File: config.mk
export PLATFORM = sky130hd
export DESIGN_NAME = alu_arbiter
export DESIGN_NICKNAME = d
export VERILOG_FILES = /design/src/rtl/alu_arbiter.sv
export SDC_FILE = /design/constraint.sdc
export NUM_CORES = 1
export LEC_CHECK = 0
export CORE_MARGIN = 2
export CORE_UTILIZATION = 41
export DETAILED_ROUTE_END_ITERATION = 16
export PLACE_DENSITY = 0.87
export SYNTH_ARGS = -nofsm -noshare
export SYNTH_HDL_FRONTEND = slang
export SYNTH_SLANG_ARGS = --single-unit
File: constraint.sdc
create_clock -name clk -period 4.9 [get_ports clk]
set_input_delay 0.98 -clock clk [delete_from_list [all_inputs] [get_ports clk]]
set_output_delay 0.98 -clock clk [all_outputs]
set_load 0.1 [all_outputs]
File: src/rtl/alu_arbiter.sv
// rtl/alu_arbiter.sv - round-robin arbiter sharing one combinational ALU between two requesters
module alu_arbiter #(
    parameter int unsigned EXEC_CYCLES = 1
) (
    input  logic        clk,
    input  logic        rst,
    input  logic        req0_valid,
    output logic        req0_ready,
    input  logic [31:0] req0_rs,
    input  logic [31:0] req0_rt,
    input  logic [3:0]  req0_op,
    input  logic        req1_valid,
    output logic        req1_ready,
    input  logic [31:0] req1_rs,
    input  logic [31:0] req1_rt,
    input  logic [3:0]  req1_op,
    output logic [31:0] alu_rs,
    output logic [31:0] alu_rt,
    output logic [3:0]  alu_op,
    input  logic [31:0] alu_rd,
    output logic        rsp_valid,
    input  logic        rsp_ready,
    output logic [31:0] rsp_rd,
    output logic        rsp_id,
    output logic        rsp_err
);

    localparam logic [3:0] OP_DIV   = 4'b0001;
    localparam logic [3:0] CNT_INIT = 4'(EXEC_CYCLES - 1);

    typedef enum logic [1:0] {IDLE, EXEC, RESP} state_t;

    state_t      state_q, state_d;
    logic [3:0]  cnt_q, cnt_d;
    logic        last_gnt_q, last_gnt_d;
    logic        id_q, id_d;
    logic [31:0] alu_rs_q, alu_rs_d;
    logic [31:0] alu_rt_q, alu_rt_d;
    logic [3:0]  alu_op_q, alu_op_d;
    logic        rsp_valid_q, rsp_valid_d;
    logic [31:0] rsp_rd_q, rsp_rd_d;
    logic        rsp_id_q, rsp_id_d;
    logic        rsp_err_q, rsp_err_d;

    logic gnt_any;
    logic gnt_id;
    logic div_zero;

    // Grant only exists in IDLE; on contention the port not served last wins.
    always_comb begin
        gnt_any = 1'b0;
        gnt_id  = 1'b0;
        if (state_q == IDLE) begin
            if (req0_valid && req1_valid) begin
                gnt_any = 1'b1;
                gnt_id  = ~last_gnt_q;
            end else if (req0_valid) begin
                gnt_any = 1'b1;
            end else if (req1_valid) begin
                gnt_any = 1'b1;
                gnt_id  = 1'b1;
            end
        end
    end

    assign req0_ready = gnt_any && !gnt_id;
    assign req1_ready = gnt_any && gnt_id;
    assign div_zero   = (alu_op_q == OP_DIV) && (alu_rt_q == 32'd0);

    always_comb begin
        state_d     = state_q;
        cnt_d       = cnt_q;
        last_gnt_d  = last_gnt_q;
        id_d        = id_q;
        alu_rs_d    = alu_rs_q;
        alu_rt_d    = alu_rt_q;
        alu_op_d    = alu_op_q;
        rsp_valid_d = rsp_valid_q;
        rsp_rd_d    = rsp_rd_q;
        rsp_id_d    = rsp_id_q;
        rsp_err_d   = rsp_err_q;
        case (state_q)
            IDLE: begin
                if (gnt_any) begin
                    alu_rs_d   = gnt_id ? req1_rs : req0_rs;
                    alu_rt_d   = gnt_id ? req1_rt : req0_rt;
                    alu_op_d   = gnt_id ? req1_op : req0_op;
                    id_d       = gnt_id;
                    last_gnt_d = gnt_id;
                    cnt_d      = CNT_INIT;
                    state_d    = EXEC;
                end
            end
            EXEC: begin
                if (cnt_q != 4'd0) begin
                    cnt_d = cnt_q - 4'd1;
                end else begin
                    rsp_rd_d    = div_zero ? 32'hFFFF_FFFF : alu_rd;
                    rsp_err_d   = div_zero;
                    rsp_id_d    = id_q;
                    rsp_valid_d = 1'b1;
                    state_d     = RESP;
                end
            end
            RESP: begin
                if (rsp_ready) begin
                    rsp_valid_d = 1'b0;
                    state_d     = IDLE;
                end
            end
            default: state_d = IDLE;
        endcase
    end

    always_ff @(posedge clk) begin
        if (rst) begin
            state_q     <= IDLE;
            cnt_q       <= 4'd0;
            last_gnt_q  <= 1'b1;
            id_q        <= 1'b0;
            alu_rs_q    <= 32'd0;
            alu_rt_q    <= 32'd0;
            alu_op_q    <= 4'd0;
            rsp_valid_q <= 1'b0;
            rsp_rd_q    <= 32'd0;
            rsp_id_q    <= 1'b0;
            rsp_err_q   <= 1'b0;
        end else begin
            state_q     <= state_d;
            cnt_q       <= cnt_d;
            last_gnt_q  <= last_gnt_d;
            id_q        <= id_d;
            alu_rs_q    <= alu_rs_d;
            alu_rt_q    <= alu_rt_d;
            alu_op_q    <= alu_op_d;
            rsp_valid_q <= rsp_valid_d;
            rsp_rd_q    <= rsp_rd_d;
            rsp_id_q    <= rsp_id_d;
            rsp_err_q   <= rsp_err_d;
        end
    end

    assign alu_rs    = alu_rs_q;
    assign alu_rt    = alu_rt_q;
    assign alu_op    = alu_op_q;
    assign rsp_valid = rsp_valid_q;
    assign rsp_rd    = rsp_rd_q;
    assign rsp_id    = rsp_id_q;
    assign rsp_err   = rsp_err_q;

endmodule

==> metrics.md <==
| Metric | Value |
|---|---|
| CTS tree | built |
| Area share of the largest cell type after synthesis | 48.00% |
| Largest net degree at the start of global routing | ~120 |
| Leakage | around 3.1 nW |
| Final Critical Period | around 3.1 ns |
| Yosys reg bits | roughly 110 |
| 1st-iter DRT viols | between 300 and 400 |
| CP Launch Type | primary input |
| Synth Cell Area | ~4600 sq um |
| Fraction of registers with async set/reset | 0% |
| NumNets Final | 973 |
| N_diodes | 0 |
| Worst slew pin tran | between 1 and 1.5 ns |
| Max_cap viols | 0 |
| Critical path endpoint category | primary output |
| Placed cells | 927 |
| CTS root buf | clkbuf_16 |
| Ys flop type | dfxtp_1 |
| Routed Wire Length | 15.26 mm |
| Die area | 12,160 sq um |
| Fillers | between 800 and 900 |
| Synthesized net count | 730 |
| Row count | 38 |
| Adder-Cell Fraction of Synth Area | 0.5405% |
| Hold Vio Cnt, Final | 0 |
| Drt pass-1 iters | 5 |
| Sequential share of the synthesized area | between 40% and 50% |
| Outcome | finished, final reports clean |
| Worst-case clock skew | about 0.0066 ns |
| Slew Limit Fails | 0 |
| Clock latency on the worst-skew pair | about 0.34 ns |
| Initial Utilization | between 40% and 50% |
| Max VDD drop | around 420 uV |
| Initial antenna violation count | 0 |
| Slew Limit Headroom | 21.76% |
| Worst EP required | 3.92 ns |
| Post-Place Worst Slack | roughly 1.5 ns |
| CP arrival | approximately 2.2 ns |
| H-tree Lvls | 3 |
| Most common cell after layout, fill and taps aside | clkdlybuf4s50_1 |
| Core area | about 11,000 sq um |
| Power per cell area | 575.9 nW/um^2 |
| Area Growth Syn to Fin | 67.62% |
| Clk pin slew, worst setup/hold paths | 0.07 ns |
| Fraction of layout cells with a size suffix above 1 | 3.487% |
| Synth unique cells | 31 |
| Synth Area in XOR/XNOR | 0% |
| YS warnings | 0 |
| Final core occ | 70.96% |
| PostCTS Resize Cnt | 0 |
| Die X | roughly 110 um |
| Peak Freq | 319.1 MHz |
| Hpwl dp | 11.04 mm |
| RSZ-0062 raised after global routing | false |
| Final period utilization | a little under two thirds |
| CP Max Fanout | 4 |
| Synth Area in Compound Gates | about 17% |
| Largest family of logic cells by synthesized area | simple AND/OR/NAND/NOR gates |
| Num CTS Buffers | 9 |
| Routed Antenna Nets | 0 |
| First-pass GRT wire length | around 22 mm |
| Post-synthesis mux area share | ~7.6% |
| DR vias/cell | about 5.3 |
| Total GRT Usage | about a quarter |
| Hold buffer count at CTS | 0 |
| Hold Path Class | flip-flop to flip-flop |
| Setup_tns | 0 ns |
| Total clock sinks | 111 |
| Tot Pwr | 4.469 mW |
| DRC | 0 |
| GP Congestion | 0.7907 |
| Setup bufs post-CTS | 0 |
| Grt total ovfl | 0 |
| Post-Syn Instances | about 560 |
| Synth top area cells | dfxtp_1, a311oi_1, nand2_1, mux2i_1, nor2_1 |
| Non-Filler Instances | approximately 940 |
| Vias in the first global route | roughly 4,600 |
| Setup violators final | 0 |
| Port Buf Inserts | 277 |
| Post-route setup slack | roughly 1.8 ns |
| Via count | between 4,000 and 5,000 |
| EDFF count, synth | 0 |
| CTS max path bufs | 2 |
| Simple-gate share of the synthesized area | approximately 22% |
| Num ports | ~280 |
| Die Y | between 100 and 150 um |
| Syn avg cell area | 8.341 sq um |
| Most frequent cells in the layout | clkdlybuf4s50_1, nand2_1, dfxtp_1 |
| Crit Path Category | primary input to primary output |
| WL/cell | around 16 um |
| Synth area leader | dfxtp_1 |
## path summary, 6_finish.rpt
path | start | to | slack [ns] | cells after the start
worst min register to register | rsp_valid$_SDFFE_PP0P_ | rsp_valid$_SDFFE_PP0P_ | 0.46 | 2
worst max register to register | cnt_q[0]$_SDFFE_PP0P_ | rsp_rd[14]$_SDFFE_PP0P_ | 2.24 | 6
worst max-delay path | req1_valid | req0_ready | 1.77 | 5
worst min-delay path | rsp_valid$_SDFFE_PP0P_ | rsp_valid$_SDFFE_PP0P_ | 0.46 | 2
## cells in the mapped netlist (2+ instances only)
library cell	count
dfxtp_1	111
o21ai_0	24
inv_1	3
nand3b_1	2
nand2_1	144
o21ai_1	9
clkbuf_1	37
buf_1	7
ha_1	2
nand2b_1	2
nand4_1	2
mux2i_1	35
or3_1	2
a21oi_1	6
a311oi_1	68
nor4_1	8
buf_6	4
nor2_1	76
## per-layer routing
metal | part of all wire [%] | GRT usage, % | wire [um]
met1 | 38 | 25.65 | 5746
met2 | 51 | 43.95 | 7798
met3 | 8.9 | 6.232 | 1351
met4 | 2.4 | 8.214 | 360
met5 | 0 | 0 | 0
## stage by stage
stage / hold WS, ns / area [sq um]
3_3_place_gp: 0.4446 / 7415
6_report: 0.4607 / 7760
5_1_grt: 0.4743 / 7760
3_5_place_dp: 0.4515 / 7415
4_1_cts: 0.4614 / 7760
2_1_floorplan: 0.4379 / 4629
## state kept, by name (all words and copies together) (netlist names)
name and count:
id_q 1, rsp_err 1, state_q 2, cnt_q 4, rsp_rd 32, alu_op 4
rsp_valid 1, last_gnt_q 1, alu_rt 32, rsp_id 1, alu_rs 32
## critical path, stage by stage
cell and delay [ns]:
clkdlybuf4s50_1 0.49, or2_2 0.15, nand2_1 0.10, nor2_1 0.22, buf_12 0.21
## cell families after synthesis
kind of cell,Yosys count
simple gates,246
flops,111
compound gates,109
buf+inv,52
mux,35
fa+ha+maj,2
## final cells by class
| type | count | area (sq um) | area share, % |
|---|---|---|---|
| clock buffers | 10 | 229.0 | 2.951 |
| clock inverters | 6 | 116.4 | 1.500 |
| inverters | 4 | 15.01 | 0.1935 |
| multi-input cells | 392 | 2190 | 28.22 |
| flip-flops and latches | 111 | 2222 | 28.64 |
| well taps | 140 | 175.2 | 2.257 |
| repair buffers | 280 | 2813 | 36.25 |
## power breakdown
| part | switching (mW) | internal [mW] |
|---|---|---|
| clock network | 0.325 | 0.504 |
| registers | 0.125 | 1.09 |
| logic | 1.77 | 0.652 |
No activity file was read; power rests on OpenSTA's default activity.
